<file path="src/rtl/wb_gpio_irq.sv">
// Wishbone B3 classic GPIO slave: per-bit direction, atomic set/clear, and synchronised
// edge-triggered sticky interrupt status combined into one level interrupt.
module wb_gpio_irq #(
    parameter int                    GPIO_WIDTH  = 32,
    parameter int                    SYNC_STAGES = 2,
    parameter logic [GPIO_WIDTH-1:0] RESET_OUT   = {GPIO_WIDTH{1'b0}},
    parameter logic [GPIO_WIDTH-1:0] RESET_DIR   = {GPIO_WIDTH{1'b0}}
) (
    input  logic                  wb_clk,
    input  logic                  wb_rst,
    input  logic [2:0]            wb_adr_i,
    input  logic [31:0]           wb_dat_i,
    input  logic                  wb_we_i,
    input  logic                  wb_cyc_i,
    input  logic                  wb_stb_i,
    input  logic [3:0]            wb_sel_i,
    output logic [31:0]           wb_dat_o,
    output logic                  wb_ack_o,
    output logic                  wb_err_o,
    output logic                  wb_rty_o,
    input  logic [GPIO_WIDTH-1:0] gpio_i,
    output logic [GPIO_WIDTH-1:0] gpio_o,
    output logic [GPIO_WIDTH-1:0] gpio_dir_o,
    output logic                  irq_o
);

    localparam logic [2:0] ADR_DATA_OUT = 3'd0;
    localparam logic [2:0] ADR_DIR      = 3'd1;
    localparam logic [2:0] ADR_DATA_IN  = 3'd2;
    localparam logic [2:0] ADR_OUT_SET  = 3'd3;
    localparam logic [2:0] ADR_OUT_CLR  = 3'd4;
    localparam logic [2:0] ADR_IRQ_EN   = 3'd5;
    localparam logic [2:0] ADR_IRQ_POL  = 3'd6;
    localparam logic [2:0] ADR_IRQ_STAT = 3'd7;

    logic [GPIO_WIDTH-1:0] out_r;
    logic [GPIO_WIDTH-1:0] dir_r;
    logic [GPIO_WIDTH-1:0] en_r;
    logic [GPIO_WIDTH-1:0] pol_r;
    logic [GPIO_WIDTH-1:0] stat_r;
    logic [GPIO_WIDTH-1:0] prev_r;
    logic [GPIO_WIDTH-1:0] sync_r [SYNC_STAGES];
    logic [31:0]           dat_r;
    logic                  ack_r;

    logic                  access_s;
    logic                  wr_s;
    logic                  rd_s;
    logic [31:0]           byte_mask_s;
    logic [GPIO_WIDTH-1:0] mask_s;
    logic [GPIO_WIDTH-1:0] wr_bits_s;
    logic [GPIO_WIDTH-1:0] sync_in_s;
    logic [GPIO_WIDTH-1:0] ev_s;
    logic [GPIO_WIDTH-1:0] data_in_s;
    logic [31:0]           rd_data_s;

    // The registered ack masks the second cycle of a held strobe, so each transfer commits once.
    assign access_s    = wb_cyc_i & wb_stb_i & ~ack_r;
    assign wr_s        = access_s & wb_we_i;
    assign rd_s        = access_s & ~wb_we_i;
    assign byte_mask_s = {{8{wb_sel_i[3]}}, {8{wb_sel_i[2]}}, {8{wb_sel_i[1]}}, {8{wb_sel_i[0]}}};
    assign mask_s      = byte_mask_s[GPIO_WIDTH-1:0];
    assign wr_bits_s   = wb_dat_i[GPIO_WIDTH-1:0] & mask_s;

    assign sync_in_s = sync_r[SYNC_STAGES-1];
    assign ev_s      = (pol_r & sync_in_s & ~prev_r) | (~pol_r & ~sync_in_s & prev_r);
    assign data_in_s = (sync_in_s & ~dir_r) | (out_r & dir_r);

    assign wb_dat_o   = dat_r;
    assign wb_ack_o   = ack_r;
    assign wb_err_o   = 1'b0;
    assign wb_rty_o   = 1'b0;
    assign gpio_o     = out_r;
    assign gpio_dir_o = dir_r;
    assign irq_o      = |(stat_r & en_r);

    // Input synchroniser chain and edge-history flop.
    always_ff @(posedge wb_clk or posedge wb_rst) begin
        if (wb_rst) begin
            for (int i = 0; i < SYNC_STAGES; i++) begin
                sync_r[i] <= {GPIO_WIDTH{1'b0}};
            end
            prev_r <= {GPIO_WIDTH{1'b0}};
        end else begin
            sync_r[0] <= gpio_i;
            for (int i = 1; i < SYNC_STAGES; i++) begin
                sync_r[i] <= sync_r[i-1];
            end
            prev_r <= sync_in_s;
        end
    end

    // Writable control registers, byte-masked.
    always_ff @(posedge wb_clk or posedge wb_rst) begin
        if (wb_rst) begin
            out_r <= RESET_OUT;
            dir_r <= RESET_DIR;
            en_r  <= {GPIO_WIDTH{1'b0}};
            pol_r <= {GPIO_WIDTH{1'b0}};
        end else if (wr_s) begin
            case (wb_adr_i)
                ADR_DATA_OUT: out_r <= (out_r & ~mask_s) | wr_bits_s;
                ADR_DIR:      dir_r <= (dir_r & ~mask_s) | wr_bits_s;
                ADR_OUT_SET:  out_r <= out_r | wr_bits_s;
                ADR_OUT_CLR:  out_r <= out_r & ~wr_bits_s;
                ADR_IRQ_EN:   en_r  <= (en_r & ~mask_s) | wr_bits_s;
                ADR_IRQ_POL:  pol_r <= (pol_r & ~mask_s) | wr_bits_s;
                default: begin
                    out_r <= out_r;
                    dir_r <= dir_r;
                    en_r  <= en_r;
                    pol_r <= pol_r;
                end
            endcase
        end else begin
            out_r <= out_r;
            dir_r <= dir_r;
            en_r  <= en_r;
            pol_r <= pol_r;
        end
    end

    // Sticky status: new events are OR-ed after the clear, so a same-cycle edge survives W1C.
    always_ff @(posedge wb_clk or posedge wb_rst) begin
        if (wb_rst) begin
            stat_r <= {GPIO_WIDTH{1'b0}};
        end else if (wr_s && (wb_adr_i == ADR_IRQ_STAT)) begin
            stat_r <= (stat_r & ~wr_bits_s) | ev_s;
        end else begin
            stat_r <= stat_r | ev_s;
        end
    end

    // Read mux; bits above GPIO_WIDTH and write-only registers read as zero.
    always_comb begin
        rd_data_s = 32'd0;
        case (wb_adr_i)
            ADR_DATA_OUT: rd_data_s[GPIO_WIDTH-1:0] = out_r;
            ADR_DIR:      rd_data_s[GPIO_WIDTH-1:0] = dir_r;
            ADR_DATA_IN:  rd_data_s[GPIO_WIDTH-1:0] = data_in_s;
            ADR_IRQ_EN:   rd_data_s[GPIO_WIDTH-1:0] = en_r;
            ADR_IRQ_POL:  rd_data_s[GPIO_WIDTH-1:0] = pol_r;
            ADR_IRQ_STAT: rd_data_s[GPIO_WIDTH-1:0] = stat_r;
            default:      rd_data_s = 32'd0;
        endcase
    end

    // Bus response: one-cycle ack, read data captured on the access cycle.
    always_ff @(posedge wb_clk or posedge wb_rst) begin
        if (wb_rst) begin
            ack_r <= 1'b0;
            dat_r <= 32'd0;
        end else begin
            ack_r <= access_s;
            if (rd_s) begin
                dat_r <= rd_data_s;
            end else begin
                dat_r <= dat_r;
            end
        end
    end

endmodule

</file>
<file path="config.mk">
export PLATFORM = sky130hd
export DESIGN_NAME = wb_gpio_irq
export DESIGN_NICKNAME = d
export VERILOG_FILES = /design/src/rtl/wb_gpio_irq.sv
export SDC_FILE = /design/constraint.sdc
export NUM_CORES = 1
export LEC_CHECK = 0
export CAP_MARGIN = 20
export CORE_MARGIN = 1
export CORE_UTILIZATION = 35
export CTS_BUF_LIST = sky130_fd_sc_hd__clkbuf_4 sky130_fd_sc_hd__clkbuf_8
export DETAILED_ROUTE_END_ITERATION = 8
export GPL_TIMING_DRIVEN = 0
export SETUP_SLACK_MARGIN = 0.4
export SLEW_MARGIN = 40
export SYNTH_ARGS = -nofsm -noshare
export SYNTH_HDL_FRONTEND = slang
export SYNTH_SLANG_ARGS = --single-unit
</file>
<file path="constraint.sdc">
create_clock -name wb_clk -period 12.3 [get_ports wb_clk]
set_input_delay 2.46 -clock wb_clk [delete_from_list [all_inputs] [get_ports wb_clk]]
set_output_delay 2.46 -clock wb_clk [all_outputs]
set_load 0.01 [all_outputs]
</file>
======== After elaboration in Yosys (flattened, before gate mapping) ========
Index checks and enable logic that the tools add are counted.
operators by class
  $add $sub $neg .......................... 0
  multiply operators ...................... 0
  divide/modulo/power cells ............... 0
  order comparisons ....................... 0
  equality and inequality tests ........... 7
  shift operators ......................... 0
  muxes and demuxes ....................... 3
  bitwise logic cells ..................... 35
  reduce and logical (&&, ||, !) cells .... 8
operators by type and width
  operator            count
  $and 32x32->32      14
  $or 32x32->32       9
  $not 32->32         6
  $pmux 32 s6         1
  $pmux 32 s3         1
  $mux 32             1
  $reduce_or 32->1    1
  $eq 3x3->1 const B  4
  $reduce_and 2->1    4
  $eq 3x2->1 const B  2
  $and 1x1->1         4
  $eq 3x1->1 const B  1
  $logic_not 3->1     1
  $reduce_bool 3->1   1
  $not 1->1           2
  $logic_and 1x1->1   1
word-level totals
  bits in registers ....................... 289
  latch bits .............................. 0
  bits in writable memories ............... 0
  ROM bits ................................ 0
  bits of input ports ..................... 76
  output and inout port bits .............. 100
  memories ................................ 0

======== Logic depth before layout (Yosys ltp) ========
  depth after elaboration ................. 6
  depth in mapped cells ................... 7
  gate-level depth less buffers ........... 4

======== Worst setup path after synthesis ========
No wires, ideal clock.
  kind .................................... input to register
  from .................................... input port wb_adr_i[1]
  to ...................................... register with a tool-made name
  arrival ................................. 3.617 ns
  path slack .............................. 8.558 ns
  cell stages on the path ................. 5
  path through ............................ buf_2 -> buf_4 -> nor2_1 -> nand4_2 -> mux2_2
RTL lines
  element             RTL line  source
  start: declaration  11        input logic [2:0] wb_adr_i,

==> metrics.txt <==
syn_area_per_cell=between 10 and 15 µm²; commonest non-fill, non-tap cell in the layout=dfrtp_1; EDFF count, synth=0; Pwr Total=0.00241 W; row count=68; first-pass GRT wire length=roughly 55000 µm; Final Util=45.5%; io pins=approximately 180; status=completed; CTS Buffer Depth=3; Final min period=just over 5 ns; GRT overflow=0; share of cells above drive strength 1=approximately a fifth; post-synth cell types=44; RSZ-0062 raised after global routing=false; Final Skew=~0.013 ns; Die Ht=between 150 and 200 µm; Reg clk slew, reported paths=roughly 0.060 ns; I/O Buffers=~170; Synth async-reset ratio=between 90% and 100%; fin. max-slew vios=0; most frequent cells in the layout=289 x dfrtp_1, 171 x clkdlybuf4s50_1, 162 x nand2_1; Post-Syn Area=between 10000 and 15000 µm²; GPL Wtd Cong=between 0.8 and 0.9; slowest cell delay on critical path=0.67 ns; H-tree depth=2; max_slew headroom=around 45%; ANT nets after route=0; Worst Path Required=between 9 and 10 ns; worst-margin pin slew=0.827 ns; PnR worst setup slack=7.18 ns; Die X=approximately 190 µm; final setup fails=0; CTS tree=built; Slowest cell on crit path=or4_1; pre-CTS WS=7.47 ns; Nets=~1300; Die ar.=36200 µm²; Main synth FF type=dfrtp_1; Starting DRT DRC Count=between 500 and 600; drt wl/cell=20.9 µm; synthesis warning total=0; CORE AREA=approximately 35000 µm²; root buf cell=clkbuf_8; Gate Count Post-Synth=1016; Synth top area share=around three fifths; routed wire length=approximately 36000 µm; worst-path cell chain=a22oi_1 -> nand4_1 -> or4_1 -> clkdlybuf4s50_1; overall routing resource usage=20.3%; area leader, netlist=dfrtp_1; sum of negative setup slack=0 ns; Startpoint Class=register; HPWL Detailed=approximately 25000 µm; Area after DPL=14800 µm²; Crit Path Category=reg2out; Sink Count=between 200 and 300; Post-CTS Setup Repair Bufs=0; P&R area growth vs syn=27.4%; Design Area, Final=between 15000 and 20000 µm²; Max FO, Critical Path=3; Max Cap Viol=0; Fmax=between 150 and 200 MHz; Cell Pwr Density=between 150 and 200 nW/µm²; via count=between 9000 and 10000; Post-route DRC=0; Clock Latency Late Sink=around 0.56 ns; Final Hold Fails=0; Yosys reg bits=between 200 and 300; sequential share of the synthesized area=between 50 and 60%; worst vdd ir=between 0.08 and 0.09 mV; Initial DRT Pass Iterations=5; CP Data Arrival Time=approximately 2.7 ns; largest net degree at the start of global routing=77; CTS Hold Bufs=0; top cells by area, synth=dfrtp_1 58%, mux2_2 8.6%, nand2_1 4.9%; post-route clock period utilization=about two fifths; initial antenna violation count=3; CTS buffer count=49; CP endpoint kind=output port; vias per cell=about 5.2; Pleak=around 6.9 nW; post-CTS sizing=0; number of global-route vias before repair=between 9000 and 10000; initial core utilization=about 36%; Min-Delay Path Class=reg2reg
critical path: cells and delay by family (launching register included):
family | cells | cell delay, ns
buffers and inverters | 1 | 0.53
DFF | 1 | 0.46
AOI/OAI and AO/OA | 1 | 0.24
and+or+nand+nor | 2 | 0.87
power by group:
part / internal, W / switching [W]
clock: 0.000507 / 0.000379
combinational: 0.000221 / 0.000174
sequential: 0.00105 / 0.0000857
total: 0.00177 / 0.000639
synth_stat cells (2+ instances only):
master / number
dfrtp_1: 289
nand2_1: 162
o21ai_0: 96
mux2_2: 95
nor2_1: 36
mux2i_1: 33
a21o_1: 32
a22o_1: 32
mux2_4: 32
nor2b_1: 31
o22ai_1: 31
a221oi_1: 30
clkbuf_1: 29
a22oi_1: 16
buf_2: 11
inv_1: 6
and3_2: 4
buf_4: 4
nand2_8: 4
nand3_2: 4
nand4_1: 4
nand4_2: 4
nor3_2: 4
nor3_4: 4
a211o_1: 2
a31oi_1: 2
buf_12: 2
stage by stage:
step                      hold slack [ns]  std cells
after floorplan                     0.331       1017
after global placement              0.334       1643
after detailed placement            0.336       1646
after CTS                           0.342       1732
after global routing                0.350       1732
final                               0.341       1734
logic make-up (layout without fill, tap and decap cells):
family	count (synthesis)	in the layout	synth area share (%)
multiplexers	160	160	15.2
flip-flops	289	289	58.3
other	1	4	0.0302
AO/OA/AOI/OAI	243	243	13.1
AND/OR/NAND/NOR	271	271	11.3
buffers and inverters	52	312	2.07
layer usage:
metal | part of all wire [%] | global-route usage, % | vias to the layer above
met4 | 2.6 | 6.68 | 2
met5 | 0.036 | 0 | -
met3 | 6.0 | 4.42 | 66
li1 | - | - | 4134
met1 | 44 | 27.3 | 4593
met2 | 47 | 32.6 | 255
layout make-up:
| class | instances | area, µm² |
|---|---|---|
| Fill cell | 3253 | 18900 |
| Sequential cell | 289 | 7230 |
| Tap cell | 455 | 569 |
| Multi-Input combinational cell | 676 | 4920 |
| Clock inverter | 5 | 27.5 |
| Timing Repair Buffer | 174 | 1790 |
| Clock buffer | 81 | 996 |
| Antenna cell | 2 | 5.00 |
| Buffer | 46 | 234 |
| Inverter | 6 | 30.0 |
final timing paths:
path	startpoint	to	slack [ns]	depth (start not counted)
max in group asynchronous	wb_rst	sync_r[58]	8.83	4
min in group asynchronous	wb_rst	sync_r[45]	2.33	2
setup reg to reg	wb_ack_o	wb_dat_o[13]	10.11	5
hold / removal	sync_r[61]	sync_in_s[29]	0.34	0
setup / recovery	register	irq_o	7.18	4
hold reg to reg	sync_r[61]	sync_in_s[29]	0.34	0
Power figures use the tool's default switching activity.
